<file path="config.mk">
export PLATFORM = sky130hd
export DESIGN_NAME = cmd_reply_gen
export DESIGN_NICKNAME = d
export VERILOG_FILES = /design/src/rtl/cmd_reply_gen.sv
export SDC_FILE = /design/constraint.sdc
export NUM_CORES = 2
export LEC_CHECK = 0
export CORE_UTILIZATION = 57
export DETAILED_ROUTE_END_ITERATION = 8
export GPL_TIMING_DRIVEN = 0
export PLACE_DENSITY_LB_ADDON = 0.15
export REMOVE_ABC_BUFFERS = 1
export SLEW_MARGIN = 20
export SYNTH_ARGS = -nofsm -noshare
export SYNTH_HDL_FRONTEND = slang
export SYNTH_SLANG_ARGS = --single-unit
export TNS_END_PERCENT = 20
</file>
<file path="constraint.sdc">
create_clock -name clk -period 3.1 [get_ports clk]
set_clock_uncertainty 0.05 [all_clocks]
set_input_delay 0.62 -clock clk [delete_from_list [all_inputs] [get_ports clk]]
set_output_delay 0.62 -clock clk [all_outputs]
set_load 0.1 [all_outputs]
</file>
<file path="src/rtl/cmd_reply_gen.sv">
// cmd_reply_gen: captures an echoed command header burst and an optional
// reply payload burst, then emits one contiguous reply frame:
//   header (first byte | 0x80), len[15:8], len[7:0], payload, XOR checksum.
// Ports:
//   clk, rst          clock, synchronous active-high reset
//   reply_con/_en     header byte stream from the command parser
//   ack_data/_en      payload byte stream (readback data)
//   tx_ready          downstream can take a whole frame (sampled in WAIT_TX only)
//   con_dout/_en      reply frame byte stream (0x00 when not valid)
//   busy              high whenever the FSM is not idle
//   pl_ovf            one-cycle pulse per dropped payload byte
module cmd_reply_gen #(
  parameter int TIMEOUT = 1023,
  parameter int PL_MAX  = 256
) (
  input  logic       clk,
  input  logic       rst,
  input  logic [7:0] reply_con,
  input  logic       reply_con_en,
  input  logic [7:0] ack_data,
  input  logic       ack_data_en,
  input  logic       tx_ready,
  output logic [7:0] con_dout,
  output logic       con_dout_en,
  output logic       busy,
  output logic       pl_ovf
);
  localparam int          AW      = (PL_MAX > 1) ? $clog2(PL_MAX) : 1;
  localparam logic [9:0]  TO_LAST = 10'(TIMEOUT - 1);
  localparam logic [15:0] PL_LIM  = 16'(PL_MAX);

  typedef enum logic [3:0] {
    IDLE, HDR_CAP, WAIT_PL, PL_CAP, WAIT_TX,
    SEND_HDR, SEND_LEN, SEND_PL, SEND_CHK
  } state_t;

  state_t      state;
  logic [7:0]  hdr [8];
  logic [7:0]  mem [PL_MAX];
  logic [3:0]  hdr_len;
  logic [15:0] pl_len;
  logic [15:0] idx;
  logic [7:0]  chk;
  logic [9:0]  tcnt;

  assign busy = (state != IDLE);

  // Header buffer: byte 0 on burst start, then up to 7 more; extras dropped.
  always_ff @(posedge clk) begin
    if (state == IDLE && reply_con_en)
      hdr[0] <= reply_con;
    else if (state == HDR_CAP && reply_con_en && hdr_len < 4'd8)
      hdr[hdr_len[2:0]] <= reply_con;
  end

  // Payload buffer: pl_len doubles as the write pointer (0 in WAIT_PL).
  always_ff @(posedge clk) begin
    if (ack_data_en && (state == WAIT_PL || (state == PL_CAP && pl_len < PL_LIM)))
      mem[pl_len[AW-1:0]] <= ack_data;
  end

  // In the SEND_* states the state names the class of byte currently on
  // con_dout; each edge picks the next byte so the first header byte lands
  // one cycle after tx_ready is seen and the frame has no gaps. chk always
  // holds the XOR of every byte emitted so far.
  always_ff @(posedge clk) begin
    if (rst) begin
      state       <= IDLE;
      hdr_len     <= '0;
      pl_len      <= '0;
      idx         <= '0;
      chk         <= '0;
      tcnt        <= '0;
      con_dout    <= '0;
      con_dout_en <= 1'b0;
      pl_ovf      <= 1'b0;
    end else begin
      pl_ovf <= 1'b0;
      case (state)
        IDLE: if (reply_con_en) begin
          hdr_len <= 4'd1;
          pl_len  <= '0;
          state   <= HDR_CAP;
        end
        HDR_CAP: if (reply_con_en) begin
          if (hdr_len < 4'd8) hdr_len <= hdr_len + 4'd1;
        end else begin
          tcnt  <= '0;
          state <= WAIT_PL;
        end
        // Payload wins over a simultaneous header byte. The counter stops at
        // TO_LAST, so it can never wrap.
        WAIT_PL: if (ack_data_en) begin
          pl_len <= 16'd1;
          state  <= PL_CAP;
        end else if (tcnt >= TO_LAST) begin
          pl_len <= '0;
          state  <= WAIT_TX;
        end else begin
          tcnt <= tcnt + 10'd1;
        end
        PL_CAP: if (ack_data_en) begin
          if (pl_len < PL_LIM) pl_len <= pl_len + 16'd1;
          else                 pl_ovf <= 1'b1;
        end else begin
          state <= WAIT_TX;
        end
        WAIT_TX: if (tx_ready) begin
          con_dout    <= hdr[0] | 8'h80;
          con_dout_en <= 1'b1;
          chk         <= hdr[0] | 8'h80;
          idx         <= 16'd1;
          state       <= SEND_HDR;
        end
        SEND_HDR: if (idx < 16'(hdr_len)) begin
          con_dout <= hdr[idx[2:0]];
          chk      <= chk ^ hdr[idx[2:0]];
          idx      <= idx + 16'd1;
        end else begin
          con_dout <= pl_len[15:8];
          chk      <= chk ^ pl_len[15:8];
          idx      <= '0;
          state    <= SEND_LEN;
        end
        // idx 0: high length byte showing; idx 1: low length byte showing.
        SEND_LEN: if (idx == 16'd0) begin
          con_dout <= pl_len[7:0];
          chk      <= chk ^ pl_len[7:0];
          idx      <= 16'd1;
        end else if (pl_len != 16'd0) begin
          con_dout <= mem[{AW{1'b0}}];
          chk      <= chk ^ mem[{AW{1'b0}}];
          state    <= SEND_PL;
        end else begin
          con_dout <= chk;
          state    <= SEND_CHK;
        end
        SEND_PL: if (idx < pl_len) begin
          con_dout <= mem[idx[AW-1:0]];
          chk      <= chk ^ mem[idx[AW-1:0]];
          idx      <= idx + 16'd1;
        end else begin
          con_dout <= chk;
          state    <= SEND_CHK;
        end
        SEND_CHK: begin
          con_dout    <= '0;
          con_dout_en <= 1'b0;
          hdr_len     <= '0;
          pl_len      <= '0;
          idx         <= '0;
          chk         <= '0;
          tcnt        <= '0;
          state       <= IDLE;
        end
        default: state <= IDLE;
      endcase
    end
  end
endmodule

</file>
==> summary.md <==
| Metric | Value |
|---|---|
| Total CTS buffers | 216 |
| Vias in the first global route | 44978 |
| Startpoint types | register |
| CTS tree | yes |
| Critical path fanouts, max | 20 |
| Vias post-DR | around 47000 |
| Share of layout cells above drive strength 1 | around a third |
| Hold Fails Final Rpt | 0 |
| Pwr Density | approximately 620 nW/um^2 |
| RSZ-0062 raised after global routing | true |
| Clk_lat worst skew | 0.86 ns |
| Worst IR drop on VDD | 0.000548 V |
| IO Pins | 32 |
| F_max | approximately 260 MHz |
| Violated checks | setup timing |
| Placed Area | approximately 91000 sq um |
| DP HPWL | 138 mm |
| Commonest non-fill, non-tap cell in the layout | edfxtp_1 |
| CP arrival | approximately 4.6 ns |
| Chip height | roughly 390 um |
| Die footprint | approximately 150000 sq um |
| Mapped Cells | 4428 |
| Yosys top cell area share | between 70% and 80% |
| Post-route DRC | 0 |
| Outcome | finished, violations left |
| Die Width | roughly 390 um |
| CTS sink count | about 2200 |
| Largest net degree at the start of global routing | roughly 140 |
| Leakage dissipation | slightly above 30 nW |
| Slew HR | approximately a fifth |
| Initial DRC Count | between 6000 and 7000 |
| Ys Warns | 0 |
| Clock Tree Buf Depth | 3 |
| Worst-path clk slew | approximately 0.07 ns |
| Synth Area per Inst | between 15 and 20 sq um |
| H-Tree Depth | 4 |
| Top post-synthesis cells by area | edfxtp_1, mux4_2, dfxtp_1 |
| Core ar. | 152000 sq um |
| Critical path class | reg -> reg |
| Register bit total from synthesis | ~2200 |
| Area growth syn-to-layout | 18.0% |
| Placed cells | around 6300 |
| Share of synthesized registers carrying an async set or reset | 0% |
| Most used DFF post-synth | edfxtp_1 |
| MaxCap Viol Count | 0 |
| Worst-Margin Slew | 1.21 ns |
| All-Layer GR Usage | roughly 31% |
| Min setup slack post-route | -0.796 ns |
| Final ANT Viol Nets | 0 |
| Worst hold path type | in -> reg |
| Post-synthesis instance area | 87000 sq um |
| Remaining Overflow, GRT | 0 |
| Pre-Repair DR Iteration Count | 5 |
| Final Instance Count excl. Fillers | a little under 7000 |
| Initial Util | 57.4% |
| First-pass GRT wire length | approximately 330 mm |
| Seq/Total Area, Yosys | between 70 and 80% |
| Setup violations, final | about 670 |
| Nets | around 4800 |
| Initial antenna violation count | 2 |
| Slew Limit Fails | 0 |
| Post-Route WL | approximately 240 mm |
| Synth unique cells | just under 90 |
| Final period utilization | 126% |
| Port bufs | 31 |
| Via/cell ratio | between 6 and 7 |
| Fin crit period | a little under 4 ns |
| Final instance area | slightly above 100000 sq um |
| Root buf cell | clkbuf_16 |
| Synth area leader | edfxtp_1 |
| Most frequent cells in the layout | edfxtp_1, mux4_2, clkbuf_16 |
| Worst setup EP type | register |
| RD Place Congestion | between 0.9 and 1 |
| Routed WL per cell | about 34 um |
| Row Count | ~140 |
| Post-synth EDFFs | roughly 2100 |
| WP data required | 3.79 ns |
-- worst max-delay path, cell delays in order, from the launching register on --
cell and delay (ns):
dfxtp_2 0.94, nand2b_1 0.39, a311o_1 0.43, nor4_2 0.83, a211oi_4 0.14, o31ai_4 0.13
buf_12 0.16, o221ai_4 0.10, mux2_4 0.32, a211o_1 0.25
-- what timing repair did --
action	in CTS	in global routing
pin swaps	69	42
gates cloned	38	4
hold buffers	2	0
resized for setup	408	230
setup buffers	112	48
hold endpoints to repair	17	0
setup endpoints to repair	2100	2137
-- stage by stage --
stage / utilization [%] / total power (W) / setup WS (ns) / hold slack [ns] / TNS [ns]
floorplan: - / 0.0363 / -22.31 / 0.390 / -331.84
global placement: 58.2 / 0.0374 / -43.15 / 0.416 / -
detailed placement: 59.7 / 0.0379 / -2.95 / 0.421 / -2196.77
CTS: 66.7 / 0.0634 / -0.585 / 0.00460 / -305.51
global route: 67.7 / 0.0651 / -0.748 / 0.0359 / -145.04
finish: 67.7 / 0.0636 / -0.796 / 0.0453 / -67.47
-- registers in the layout, summed over array words and instances (netlist names), named ones only --
signal       cells
hdr             64
idx             16
state            4
chk              8
pl_len          16
pl_ovf           1
tcnt            10
mem           2048
hdr_len          4
con_dout         8
con_dout_en      1
-- synthesized netlist by cell type (all sizes together) (6+ instances only) --
cell,number
o211ai,11
a22oi,41
clkbuf,90
a2111oi,9
nor2,398
a211oi,39
nor2b,40
nand2,150
and3,14
a21oi,81
o221ai,10
or3,9
and2,11
a221oi,11
buf,157
inv,31
o22ai,44
ha,27
xor2,7
mux4,516
a21o,8
a31oi,24
nor4,20
a311oi,6
o41ai,7
edfxtp,2112
o21ai,42
nand4,20
or2,7
mux2i,137
o31ai,6
o2111ai,6
nand2b,24
nand3,58
a211o,6
xnor2,20
dfxtp,76
mux2,42
nor3,44
-- per-layer routing --
| metal | wire (um) | up-vias | GRT usage (%) |
|---|---|---|---|
| li1 | - | 18872 | - |
| met1 | 92500 | 24452 | 45.5 |
| met2 | 108000 | 3003 | 45.3 |
| met3 | 26500 | 524 | 6.73 |
| met4 | 10600 | 0 | 13.1 |
| met5 | 0 | - | 0 |
-- where the power goes --
part / total, W / internal (W) / switching [W]
registers: 0.0328 / 0.0325 / 0.000230
logic: 0.00561 / 0.00248 / 0.00312
clock network: 0.0252 / 0.0141 / 0.0111
-- cells by family after synthesis --
group                    count (synthesis)  synth area share (%)
multiplexers                           695                  15.5
adder cells (fa/ha/maj)                 27                 0.388
buffers and inverters                  280                  1.87
AO/OA/AOI/OAI                          397                  3.19
flip-flops                            2188                  74.6
AND/OR/NAND/NOR                        814                  4.18
XOR/XNOR                                27                 0.272
-- area by class of cell --
class,count,area [sq um]
Clock buffer,265,5660
Multi-Input combinational cell,1960,22900
Fill cell,9677,49100
Clock inverter,127,1070
Sequential cell,2188,65000
Tap cell,2030,2540
Antenna cell,2,5.00
Timing Repair Buffer,314,5350
Inverter,33,128
-- worst paths after layout --
path	start	to	slack (ns)	cells past startpoint
max	register	chk[4]$_SDFFE_PP0P_	-0.80	9
max reg2reg	register	chk[4]$_SDFFE_PP0P_	-0.80	9
min reg2reg	con_dout_en$_SDFFE_PP0P_	con_dout_en$_SDFFE_PP0P_	0.43	2
min	ack_data[0]	mem[135][0]$_DFFE_PP_	0.05	1
Power figures use the tool's default switching activity.
